--- src/rtl/jtcop_obj_dma.sv ---
// Object-RAM DMA: once per frame, grabs the 68000 bus and copies object RAM into the
// inactive half of a double-buffered object table, then flips the bank for the renderer.
module jtcop_obj_dma #(
  parameter int AW     = 10,
  parameter int DW     = 16,
  parameter int RD_LAT = 1
) (
  input  logic          clk,
  input  logic          rstn,
  input  logic          obj_copy,
  output logic          busreq,
  input  logic          busack,
  output logic [AW-1:0] ram_addr,
  input  logic [DW-1:0] ram_dout,
  output logic [AW:0]   buf_addr,
  output logic [DW-1:0] buf_din,
  output logic          buf_we,
  output logic          buf_bank,
  output logic          busy,
  output logic          done
);

  localparam logic [1:0] ST_IDLE = 2'd0;
  localparam logic [1:0] ST_REQ  = 2'd1;
  localparam logic [1:0] ST_COPY = 2'd2;
  localparam logic [1:0] ST_DONE = 2'd3;

  localparam logic [AW-1:0] LAST_ADDR = {AW{1'b1}};

  logic [1:0]        r_state;
  logic              r_pend;
  logic              r_copy_l;
  logic              r_bank;
  logic [AW-1:0]     r_ram_addr;
  logic              r_issued_all;
  logic [RD_LAT-1:0] r_vld;
  logic [AW-1:0]     r_apipe [RD_LAT];

  logic w_req;
  logic w_in_copy;
  logic w_abort;
  logic w_issue;
  logic w_we;
  logic w_last_wr;

  assign w_req     = obj_copy & ~r_copy_l;
  assign w_in_copy = (r_state == ST_COPY);
  assign w_abort   = w_in_copy & ~busack;
  assign w_issue   = w_in_copy & busack & ~r_issued_all;
  // A read that emerges in the very cycle the grant is lost is discarded.
  assign w_we      = w_in_copy & busack & r_vld[RD_LAT-1];
  assign w_last_wr = w_we & (r_apipe[RD_LAT-1] == LAST_ADDR);

  always_ff @(posedge clk or negedge rstn) begin
    if (!rstn) begin
      r_copy_l <= 1'b0;
    end else begin
      r_copy_l <= obj_copy;
    end
  end

  always_ff @(posedge clk or negedge rstn) begin
    if (!rstn) begin
      r_state      <= ST_IDLE;
      r_pend       <= 1'b0;
      r_bank       <= 1'b0;
      r_ram_addr   <= '0;
      r_issued_all <= 1'b0;
    end else begin
      case (r_state)
        ST_IDLE: begin
          if (w_req || r_pend) begin
            r_state <= ST_REQ;
          end
          r_pend <= 1'b0;
        end
        ST_REQ: begin
          if (w_req) begin
            r_pend <= 1'b1;
          end
          if (busack) begin
            r_state      <= ST_COPY;
            r_ram_addr   <= '0;
            r_issued_all <= 1'b0;
          end
        end
        ST_COPY: begin
          if (w_req) begin
            r_pend <= 1'b1;
          end
          if (w_abort) begin
            r_state      <= ST_REQ;
            r_issued_all <= 1'b0;
          end else begin
            // Address saturates on the last word; the flag stops further issues.
            if (w_issue) begin
              if (r_ram_addr == LAST_ADDR) begin
                r_issued_all <= 1'b1;
              end else begin
                r_ram_addr <= r_ram_addr + 1'b1;
              end
            end
            if (w_last_wr) begin
              r_state <= ST_DONE;
              r_bank  <= ~r_bank;
            end
          end
        end
        default: begin
          r_state <= r_pend ? ST_REQ : ST_IDLE;
          r_pend  <= w_req;
        end
      endcase
    end
  end

  always_ff @(posedge clk or negedge rstn) begin
    if (!rstn) begin
      r_vld <= '0;
      for (int i = 0; i < RD_LAT; i++) begin
        r_apipe[i] <= '0;
      end
    end else begin
      if (w_abort) begin
        r_vld <= '0;
      end else begin
        r_vld[0] <= w_issue;
        for (int i = RD_LAT - 1; i > 0; i--) begin
          r_vld[i] <= r_vld[i-1];
        end
      end
      r_apipe[0] <= r_ram_addr;
      for (int i = RD_LAT - 1; i > 0; i--) begin
        r_apipe[i] <= r_apipe[i-1];
      end
    end
  end

  assign ram_addr = r_ram_addr;
  assign busreq   = (r_state == ST_REQ) || (r_state == ST_COPY);
  assign busy     = (r_state != ST_IDLE);
  assign done     = (r_state == ST_DONE);
  assign buf_bank = r_bank;
  assign buf_we   = w_we;
  assign buf_addr = w_we ? {~r_bank, r_apipe[RD_LAT-1]} : '0;
  assign buf_din  = w_we ? ram_dout : '0;

endmodule

--- config.mk ---
export PLATFORM = sky130hd
export DESIGN_NAME = jtcop_obj_dma
export DESIGN_NICKNAME = d
export VERILOG_FILES = /design/src/rtl/jtcop_obj_dma.sv
export SDC_FILE = /design/constraint.sdc
export NUM_CORES = 1
export LEC_CHECK = 0
export ABC_CLOCK_PERIOD_IN_PS = 2800
export CAP_MARGIN = 20
export CORE_UTILIZATION = 34
export CTS_BUF_LIST = sky130_fd_sc_hd__clkbuf_16
export CTS_CLUSTER_SIZE = 20
export DETAILED_ROUTE_END_ITERATION = 8
export PLACE_DENSITY = 0.64
export SLEW_MARGIN = 20
export SYNTH_ARGS = -nofsm -noshare
export SYNTH_HDL_FRONTEND = slang
export SYNTH_SLANG_ARGS = --single-unit
--- constraint.sdc ---
create_clock -name clk -period 2.8 [get_ports clk]
set_input_delay 0.56 -clock clk [delete_from_list [all_inputs] [get_ports clk]]
set_output_delay 0.56 -clock clk [all_outputs]
set_load 0.05 [all_outputs]
== Yosys cells after proc, flatten, opt, wreduce, memory -nomap -nowiden ==
Cells that the tools add are included.
Cells by class
  reduce and logical (&&, ||, !) cells: 10
  equal/unequal tests: 14
  $add $sub $neg: 1
  muxes and demuxes: 21
  bitwise logic cells: 11
Operator list (number)
  10-bit 2-to-1 mux: 4
  10-bit equality test, second input constant: 2
  10-bit one-hot mux with 2 select lines: 1
  16-bit 2-to-1 mux: 1
  11-bit 2-to-1 mux: 1
  10-bit by 1-bit adder with 10-bit output, second input constant: 1
  3-bit by 1-bit != test with 1-bit output, second input constant: 3
  2-bit 2-to-1 mux: 4
  2-bit != test, second input constant: 4
  1-bit 2-to-1 mux: 7
  1-bit bitwise AND: 6
  2-bit one-hot mux with 3 select lines: 1
  3-bit AND reduction: 2
  1-bit inverter: 5
  5-bit AND reduction: 1
  2-bit equality test, second input constant: 2
  2-bit by 1-bit != test with 1-bit output, second input constant: 2
  1-bit one-hot mux with 2 select lines: 2
  4-bit AND reduction: 1
  2-bit nonzero test: 2
  2-bit by 1-bit equality test with 1-bit output, second input constant: 1
  2-bit logical NOT: 1
  1-bit logical OR: 2
  2-bit OR reduction: 1
Storage, ports and cells
  logic and storage cells: 65
  bits in registers: 27
  bits of input ports: 20
  output and inout port bits: 42

== Logic depth before layout (Yosys ltp) ==
Gate-level depths: netlist (run 1).
  depth after elaboration: 7
  depth in mapped cells: 8
  depth with buffers taken out: 7

== Worst setup path after synthesis (run 1) ==
No wires, ideal clock.
  path kind: register -> output
  start point: reg r_state[0]
  end point: out buf_din[10]
  buffers on the path: 3
  cell stages (with the launch flop): 8
  data arrival time: 2212 ps
  path slack: 28 ps
  cell sequence: dfrtp_1 -> inv_1 -> ha_1 -> buf_6 -> and3_1 -> clkbuf_1 -> clkbuf_1 -> and2_1
On the way
  word-level cells in the longest chain between the ends: 4
RTL lines
  start, declared: line 30  | logic [1:0] r_state;
  start signal, assigned: line 110  | r_state <= r_pend ? ST_REQ : ST_IDLE;
  2-bit equality test: line 47  | assign w_in_copy = (r_state == ST_COPY);
  1-bit bitwise AND (2 in a row): line 51  | assign w_we = w_in_copy & busack & r_vld[RD_LAT-1];
  via buf_we: line 17  | output logic buf_we,
  16-bit 2-to-1 mux: line 146  | assign buf_din = w_we ? ram_dout : '0;
  end, declared: line 16  | output logic [DW-1:0] buf_din,
The timed path passes the listed nets, and every way through them passes these cells.

== Final worst setup path (run 1) ==
  start point: in busack
  end point: out buf_addr[10]
On the way
  word-level cells in the longest chain between the ends: 3
RTL lines
  start, declared: line 12  | input logic busack,
  1-bit bitwise AND (2 in a row): line 51
  11-bit 2-to-1 mux: line 145  | assign buf_addr = w_we ? {~r_bank, r_apipe[RD_LAT-1]} : '0;
  end, declared: line 15  | output logic [AW:0] buf_addr,
No other way between the ends.

==> run metrics, run 1 <==
Power, Total=1.562 mW; crit path launch type=input port; hold path startpoint=ram_addr[1]$_DFFE_PN0P_; crit-path max FO=27; hold-critical path endpoint=r_apipe[1]$_DFF_PN0_; hold path depth=0; Final HPWL DP=2632 um; leakage=1.109 nW; initial core utilization=35.77%; worst clock skew=0.003446 ns; Post-route DRC=0; PostCTS Resize Cnt=0; final setup fails=0; vias per std cell=5.031; CP cell instances=clkdlybuf4s50_1 > and3_1 > buf_12 > nor2b_1 > buf_12; Chip Height=67.34 um; final hold violations=0; final core occ=61.42%; sequential share of power=34.0%; Crit path max-delay family=buffers and inverters; diode count=0; Starting DRT DRC Count=35; Main synth FF type=dfrtp_1; die width=67.34 um; Post-CTS Setup Inserts=0; die area=4534 um^2; IO Pins=62; first-pass GRT wire length=5299 um; Post-CTS Hold Buffers=0; ys async rst share=100.0%; r2r setup slk=0.75 ns; yosys warns=0; worst r2r src=r_state[0]$_DFFE_PN0P_; core area=4058 um^2; Sink Count=27; Worst Tran Pin Value=0.5011 ns; share of layout cells above drive strength 1=22.33%; PD cells=626.7 nW/um^2; switching share of power=40.30%; r2r endpoint=r_state[0]$_DFFE_PN0P_; initial antenna violation count=0; root buf cell=clkbuf_16; Max clock buf depth=2; unrepaired setup endpoints after global routing=false; wire length per cell=12.96 um; worst endpoint data arrival time=1.93 ns; cell at the slowest stage of the critical path=clkdlybuf4s50_1; Pint=932.4 uW; maxcap violations=0; CP Capture Type=output pin; Mapped Cells=143; Clock Power Share=19.8%; Fill cells=308; placer's final routability congestion estimate=0.9450; pin count of the biggest net entering global routing=28; Area Growth Syn to Fin=71.72%; status=completed; Slew Viols, Final=0; multi-input logic area=719.4 um^2; via count=1288; max_slew headroom=66.49%; P_sw=629.4 uW; Buf/Inv on CP=3; Fin Setup TNS=0 ns; Crit Path Class=in -> out; syn avg cell area=10.15 um^2; Post-Syn Area=1451 um^2; antenna viol nets, final=0; post-synthesis register bit count=27; DR pass1 iterations=4; gr usage total=15.40%; register area share after synthesis=46.55%; Worst-path clk slew=0.06 ns; CTS Buf Count=3; number of global-route vias before repair=1190; clock latency on the worst-skew pair=0.25 ns; CP most frequent cell=buf_12; non-filler instance count after layout=256; port bufs=61; final worst path period share=88.97%; Req. time, crit path=2.24 ns; CTS tree=done; Detailed Route WL=3319 um; Synth Net Count=168; Reg area=675.6 um^2; Logic pwr share=46.2%; Cell Rows=23; slowest stage delay, CP=0.57 ns; Post-synth EDFFs=0; cell count of the worst reg-to-reg path=7; Nets=232; H-Tree Depth=1; Achievable Freq=401.4 MHz; VDD IR max=470.6 uV; min Tclk post-route=2.491 ns; total grt overflow=0; Distinct cells, synth=40; Hold Path Class=reg -> reg; Cell Count Post-Placement=252
cell usage in the layout (no fill, tap or decap), drive strengths merged, types with 2 or more instances in the layout:
cell type and instances:
dfrtp 27, nand4 3, clkbuf 3, a21oi 6, ha 5, and4 2, mux2 3, nand2b 4
buf 31, inv 9, nor2 5, nand2 10, and3 3, nand3 3, nor2b 2, o21ai 5
o211ai 2, and2 25, a31oi 10, clkdlybuf4s50 33, nor3 4
how the worst max path moves through the flow:
stage,to,depth (start not counted),start,slack (ns)
after floorplan,buf_din[10],7,r_state[0]$_DFFE_PN0P_,0.03
after global placement,buf_addr[10],5,busack,0.34
after detailed placement,buf_addr[10],5,busack,0.30
after CTS,buf_addr[10],5,busack,0.29
after global routing,busreq,3,r_state[1]$_DFFE_PN0P_,0.24
final,buf_addr[10],5,busack,0.31
synth_stat cells (all sizes together) (4+ instances only):
| library cell | instances | area [um^2] |
|---|---|---|
| clkbuf | 4 | 15.01 |
| nor3 | 4 | 25.02 |
| nor2 | 5 | 18.77 |
| ha | 5 | 62.56 |
| dfrtp | 27 | 675.7 |
| o21ai | 5 | 28.78 |
| a21oi | 6 | 41.29 |
| nand2b | 4 | 25.02 |
| inv | 8 | 30.03 |
| and2 | 25 | 156.4 |
| a31oi | 10 | 62.56 |
| nand2 | 10 | 40.04 |
logic make-up (layout without fill, tap and decap cells):
group	count (synthesis)	count (layout)	share of synthesized area [%]
compound gates	26	26	12.33
xor+xnor	1	1	0.6036
fa+ha+maj	5	5	4.310
buf+inv	13	76	3.879
flops	27	27	46.55
mux	4	4	3.275
simple gates	67	67	29.05
sequential cells by signal (all words and copies together) (netlist names):
register,flops
ram_addr,10
r_vld,1
r_issued_all,1
r_apipe,10
buf_bank,1
r_state,2
r_pend,1
r_copy_l,1
power groups by stage:
stage	registers (mW)	logic, mW	clock network [mW]
global route	0.543	0.773	0.340
finish	0.532	0.721	0.309
CTS	0.533	0.723	0.315
floorplan	0.599	0.432	0
global placement	0.534	0.709	0
detailed placement	0.540	0.716	0
layout make-up:
cell class / instances / share of cell area (%)
timing repair buffer: 64 / 37.15
multi-input combinational: 103 / 28.87
sequential: 27 / 27.11
clock buffer: 3 / 3.012
tap: 50 / 2.510
inverter: 8 / 1.205
clock inverter: 1 / 0.1506
through the flow:
| step | hold slack, ns | setup slack (ns) | area, um^2 |
|---|---|---|---|
| after global routing | 0.4856 | 0.2363 | 2492 |
| after CTS | 0.4701 | 0.2917 | 2492 |
| final | 0.4656 | 0.3089 | 2492 |
| after global placement | 0.4464 | 0.3418 | 2414 |
| after floorplan | 0.2644 | 0.02813 | 1451 |
| after detailed placement | 0.4563 | 0.2988 | 2414 |
metal layers:
layer | track usage [%] | vias up | share of wire [%]
met3 | 3.716 | 8 | 9.9
met2 | 25.62 | 67 | 46
met5 | 0 | - | 0
met1 | 18.11 | 590 | 41
li1 | - | 623 | -
met4 | 8.511 | 0 | 2.7
No activity file was read; power rests on OpenSTA's default activity.
==> run 2, diff against run 1 <==
--- a/config.mk
+++ b/config.mk
@@ -11,7 +11,8 @@
 export CTS_BUF_LIST = sky130_fd_sc_hd__clkbuf_16
 export CTS_CLUSTER_SIZE = 20
 export DETAILED_ROUTE_END_ITERATION = 8
-export PLACE_DENSITY = 0.64
+export DONT_BUFFER_PORTS = 1
+export PLACE_DENSITY = 0.45
 export SLEW_MARGIN = 20
 export SYNTH_ARGS = -nofsm -noshare
 export SYNTH_HDL_FRONTEND = slang
==> run 2 against run 1 <==
  * Clock power is 3% higher
  * Core utilization is 8.5 points lower
  * Count of clock-buffer cells in the layout stayed put
  * Critical endpoint is now buf_addr[2]
  * Die area stayed put
  * Flip-flop and latch count stayed put
  * Highest routed layer unchanged
  * Global-route usage is 0.18 points higher
  * Final area is 14% lower
==> run metrics, run 2 (synthesis results as in run 1) <==
status=completed (unchanged); CTS Buf Count=3 (unchanged); PD cells=684.6 nW/um^2 (was 626.7 nW/um^2); Post-CTS Setup Inserts=0 (unchanged); Detailed Route WL=3369 um (was 3319 um); WP depth=5 (unchanged); total grt overflow=0 (unchanged); Starting DRT DRC Count=30 (was 35); antenna viol nets, final=0 (unchanged); core area=4058 um^2 (unchanged); H-Tree Depth=1 (unchanged); CTS tree=done (unchanged); worst endpoint data arrival time=1.98 ns (was 1.93 ns); Achievable Freq=394.2 MHz (was 401.4 MHz); CP cell instances=inv_1 > ha_1 > and3_1 > and2_1 > buf_12 (was clkdlybuf4s50_1 > and3_1 > buf_12 > nor2b_1 > buf_12); met3 Usage GRT=4.561% (was 3.716%); port bufs=0 (was 61); most frequent cells in the layout=27 x dfrtp_1, 26 x buf_12, 25 x and2_1 (was 33 x clkdlybuf4s50_1, 29 x buf_12, 27 x dfrtp_1); worst hold margin=0.1138 ns (was 0.4656 ns); commonest non-fill, non-tap cell in the layout=dfrtp_1 (was clkdlybuf4s50_1); Slew Viols, Final=0 (unchanged); Design Area, Final=2147 um^2 (was 2492 um^2); Area Growth Syn to Fin=47.93% (was 71.72%); vias per std cell=5.155 (was 5.031); maxcap violations=0 (unchanged); die area=4534 um^2 (unchanged); placer's final routability congestion estimate=0.8311 (was 0.9450); Max clock buf depth=2 (unchanged); unrepaired setup endpoints after global routing=false (unchanged); busiest grt layer=met2 (unchanged); first-pass GRT wire length=5340 um (was 5299 um); min Tclk post-route=2.537 ns (was 2.491 ns); Power, Total=1.470 mW (was 1.562 mW); Chip Height=67.34 um (unchanged); Hold Path Class=in -> async (was reg -> reg); Final HPWL DP=2664 um (was 2632 um); Sink Count=27 (unchanged); grt met1 use=19.62% (was 18.11%); final worst slack=0.2634 ns (was 0.3089 ns); Worst Tran Pin Value=0.6249 ns (was 0.5011 ns); root buf cell=clkbuf_16 (unchanged); cell at the slowest stage of the critical path=and3_1 (was clkdlybuf4s50_1); final hold violations=0 (unchanged); Setup WS pre-CTS=0.5208 ns (was 0.2988 ns); slowest stage delay, CP=0.56 ns (was 0.57 ns); clock latency on the worst-skew pair=0.26 ns (was 0.25 ns); Cell Rows=23 (unchanged); final setup fails=0 (unchanged); Nets=202 (was 232); share of layout cells above drive strength 1=27.84% (was 22.33%); die width=67.34 um (unchanged); Buf/Inv on CP=2 (was 3); Fin Setup TNS=0 ns (unchanged); Post-route DRC=0 (unchanged); Crit Path Class=reg -> out (was in -> out); via count=1165 (was 1288); final worst path period share=90.59% (was 88.97%); CP Capture Type=output pin (unchanged); pin count of the biggest net entering global routing=28 (unchanged); gr usage total=15.59% (was 15.40%); crit path launch type=flip-flop (was input port); number of global-route vias before repair=1122 (was 1190); area of placed instances=2048 um^2 (was 2414 um^2); VDD IR max=292.6 uV (was 470.6 uV); diode count=0 (unchanged); Worst-path clk slew=0.07 ns (was 0.06 ns); IO Pins=62 (unchanged); initial core utilization=35.77% (unchanged); worst clock skew=0.002454 ns (was 0.003446 ns); max_slew headroom=58.34% (was 66.49%); DR pass1 iterations=5 (was 4); met2 usage=26.38% (was 25.62%); initial antenna violation count=0 (unchanged); Req. time, crit path=2.24 ns (about the same); wire length per cell=14.91 um (was 12.96 um); Crit path max-delay family=simple AND/OR/NAND/NOR gates (was buffers and inverters); crit-path max FO=27 (unchanged); leakage=0.9954 nW (was 1.109 nW); cell count of the worst reg-to-reg path=7 (unchanged)
## run 2: routing by layer
metal,wire length (um),vias up
met5,0,-
met1,1384,542
met2,1604,64
li1,-,557
met3,369,2
met4,10,0
## run 2: what timing repair did
action / CTS / global route
setup endpoints to repair: 0 / 0
hold endpoints to repair: 27 / 0
gates resized for setup: 0 / 0
hold buffers: 1 / 0
## run 2: final timing paths
path | slack, ns | to | startpoint
worst min register to register | 0.45 | r_apipe[8]$_DFF_PN0_ | ram_addr[8]$_DFFE_PN0P_
min in group clk | 0.33 | r_copy_l$_DFF_PN0_ | obj_copy
worst min-delay path | 0.11 | r_copy_l$_DFF_PN0_ | rstn
worst max register to register | 0.74 | r_state[0]$_DFFE_PN0P_ | r_state[0]$_DFFE_PN0P_
worst max-delay path | 0.26 | buf_addr[2] | r_state[0]$_DFFE_PN0P_
max in group asynchronous | 2.53 | ram_addr[3]$_DFFE_PN0P_ | rstn
## run 2: cell type report
| type | instances | area [um^2] |
|---|---|---|
| clock buffers | 3 | 75.07 |
| clock inverters | 1 | 3.754 |
| fillers | 359 | 1911 |
| inverters | 8 | 30.03 |
| multi-input cells | 103 | 719.4 |
| flip-flops and latches | 27 | 675.6 |
| well taps | 50 | 62.56 |
| repair buffers | 34 | 580.6 |
## run 2: metrics by stage
stage	utilization, %	instances
after CTS	52.91	226
after detailed placement	50.48	221
final	52.91	226
after global routing	52.91	226
after global placement	50.48	221
after floorplan	-	143
## run 2: power breakdown
group | internal [mW] | switching (mW) | total, mW
registers | 0.460 | 0.112 | 0.573
clock network | 0.191 | 0.127 | 0.318
logic | 0.191 | 0.389 | 0.580
total | 0.842 | 0.628 | 1.47
==> run 3, diff against run 2 <==
--- a/config.mk
+++ b/config.mk
@@ -12,7 +12,7 @@
 export CTS_CLUSTER_SIZE = 20
 export DETAILED_ROUTE_END_ITERATION = 8
 export DONT_BUFFER_PORTS = 1
-export PLACE_DENSITY = 0.45
+export SETUP_SLACK_MARGIN = 0.3
 export SLEW_MARGIN = 20
 export SYNTH_ARGS = -nofsm -noshare
 export SYNTH_HDL_FRONTEND = slang
==> run 3 against run 2 <==
  * Sequential share of layout area hardly changed
  * Clock power hardly changed
  * First-iteration DRC count is 20% higher
  * Critical path depth stayed put
  * Final area is 0.12% higher
  * Largest power group unchanged
  * Final cell count stayed put
  * Count of clock-buffer cells in the layout stayed put
==> run metrics, run 3 (synthesis results as in run 1) <==
status=completed (unchanged); initial core utilization=35.77% (unchanged); CP Capture Type=output pin (unchanged); clock latency on the worst-skew pair=0.26 ns (about the same); IO Pins=62 (unchanged); r2r setup slk=0.74 ns (about the same); worst r2r src=r_state[0]$_DFFE_PN0P_ (unchanged); wire length per cell=14.75 um (was 14.91 um); total grt overflow=0 (unchanged); Sink Count=27 (unchanged); unrepaired setup endpoints after global routing=false (unchanged); Design Area, Final=2150 um^2 (was 2147 um^2); diode count=0 (unchanged); r2r endpoint=r_state[0]$_DFFE_PN0P_ (unchanged); Post-CTS Setup Inserts=0 (unchanged); commonest non-fill, non-tap cell in the layout=dfrtp_1 (unchanged); via count=1215 (was 1165); Final HPWL DP=2649 um (was 2664 um); Crit Path Class=reg -> out (unchanged); antenna viol nets, final=0 (unchanged); CTS tree=done (unchanged); Area Growth Syn to Fin=48.10% (was 47.93%); Worst-path clk slew=0.06 ns (was 0.07 ns); Hold Path Class=in -> async (unchanged); root buf cell=clkbuf_16 (unchanged); Slew Viols, Final=0 (unchanged); Nets=202 (unchanged); vias per std cell=5.376 (was 5.155); H-Tree Depth=1 (unchanged); Detailed Route WL=3334 um (was 3369 um); die width=67.34 um (unchanged); most frequent cells in the layout=27 x dfrtp_1, 26 x buf_12, 25 x and2_1 (unchanged); Worst Tran Pin Value=0.6488 ns (was 0.6249 ns); first-pass GRT wire length=5202 um (was 5340 um); Starting DRT DRC Count=36 (was 30); crit-path max FO=27 (unchanged); crit path launch type=flip-flop (unchanged); final worst path period share=82.86% (was 90.59%); final setup fails=0 (unchanged); die area=4534 um^2 (unchanged); cell count of the worst reg-to-reg path=7 (unchanged); gr usage total=15.16% (was 15.59%); leakage=0.9934 nW (was 0.9954 nW); Achievable Freq=431.0 MHz (was 394.2 MHz); DR pass1 iterations=4 (was 5); final hold violations=0 (unchanged); pin count of the biggest net entering global routing=28 (unchanged); VDD IR max=368.1 uV (was 292.6 uV); Fin Setup TNS=0 ns (unchanged); port bufs=0 (unchanged); min Tclk post-route=2.320 ns (was 2.537 ns); maxcap violations=0 (unchanged); Post-route DRC=0 (unchanged); initial antenna violation count=0 (unchanged); Max clock buf depth=2 (unchanged); worst clock skew=0.003586 ns (was 0.002454 ns); share of layout cells above drive strength 1=28.98% (was 27.84%); core area=4058 um^2 (unchanged); CTS Buf Count=3 (unchanged); placer's final routability congestion estimate=0.8160 (was 0.8311); Req. time, crit path=2.24 ns (about the same); worst endpoint data arrival time=1.76 ns (was 1.98 ns); max_slew headroom=56.75% (was 58.34%); number of global-route vias before repair=1124 (was 1122); Power, Total=1.475 mW (was 1.470 mW); Cell Rows=23 (unchanged); Chip Height=67.34 um (unchanged); PD cells=686.0 nW/um^2 (was 684.6 nW/um^2); area of placed instances=2048 um^2 (unchanged)
## run 3: through the flow
step	hold WS, ns	std cells	setup slack (ns)	util, %
finish	0.1096	226	0.4798	52.98
global route	0.1124	226	0.3350	52.98
CTS	0.1160	226	0.4750	52.98
detailed placement	0.2651	221	0.5405	50.48
global placement	0.2650	221	0.6541	50.48
floorplan	0.2644	143	0.3054	-
## run 3: worst max-delay path by stage
stage	to	slack, ns	from
after floorplan	buf_din[10]	0.31	r_state[0]$_DFFE_PN0P_
after global placement	buf_addr[10]	0.65	r_state[0]$_DFFE_PN0P_
after detailed placement	buf_addr[0]	0.54	r_state[0]$_DFFE_PN0P_
after CTS	buf_addr[10]	0.48	r_state[0]$_DFFE_PN0P_
after global routing	buf_addr[10]	0.33	r_state[0]$_DFFE_PN0P_
final	buf_addr[0]	0.48	r_state[0]$_DFFE_PN0P_
## run 3: cell type report
class / count / area (um^2)
fillers: 339 / 1908
multi-input cells: 103 / 720.7
flip-flops and latches: 27 / 675.6
repair buffers: 34 / 580.6
clock buffers: 3 / 75.07
well taps: 50 / 62.56
inverters: 8 / 30.03
clock inverters: 1 / 5.005
## run 3: timing repair
action | in CTS | in global routing
hold buffers | 1 | 0
resized for setup | 1 | 0
setup endpoints to repair | 26 | 0
hold endpoints to repair | 27 | 0
## run 3: worst max-delay path, cell delays in order (launching register included)
cell and delay (ns):
dfrtp_1 0.43, inv_1 0.13, ha_1 0.17, and3_2 0.38
and2_1 0.24, buf_12 0.15
## run 3: layer usage
| layer | global-route usage [%] | routed length, um |
|---|---|---|
| met5 | 0 | 0 |
| met4 | 3.191 | 0 |
| met3 | 4.054 | 273 |
| met1 | 17.81 | 1293 |
| met2 | 27.38 | 1767 |
## run 3: power by group
group	internal [mW]	total [mW]	switching (mW)
clock network	0.192	0.315	0.123
registers	0.460	0.576	0.115
logic	0.191	0.584	0.393
total	0.843	1.47	0.631
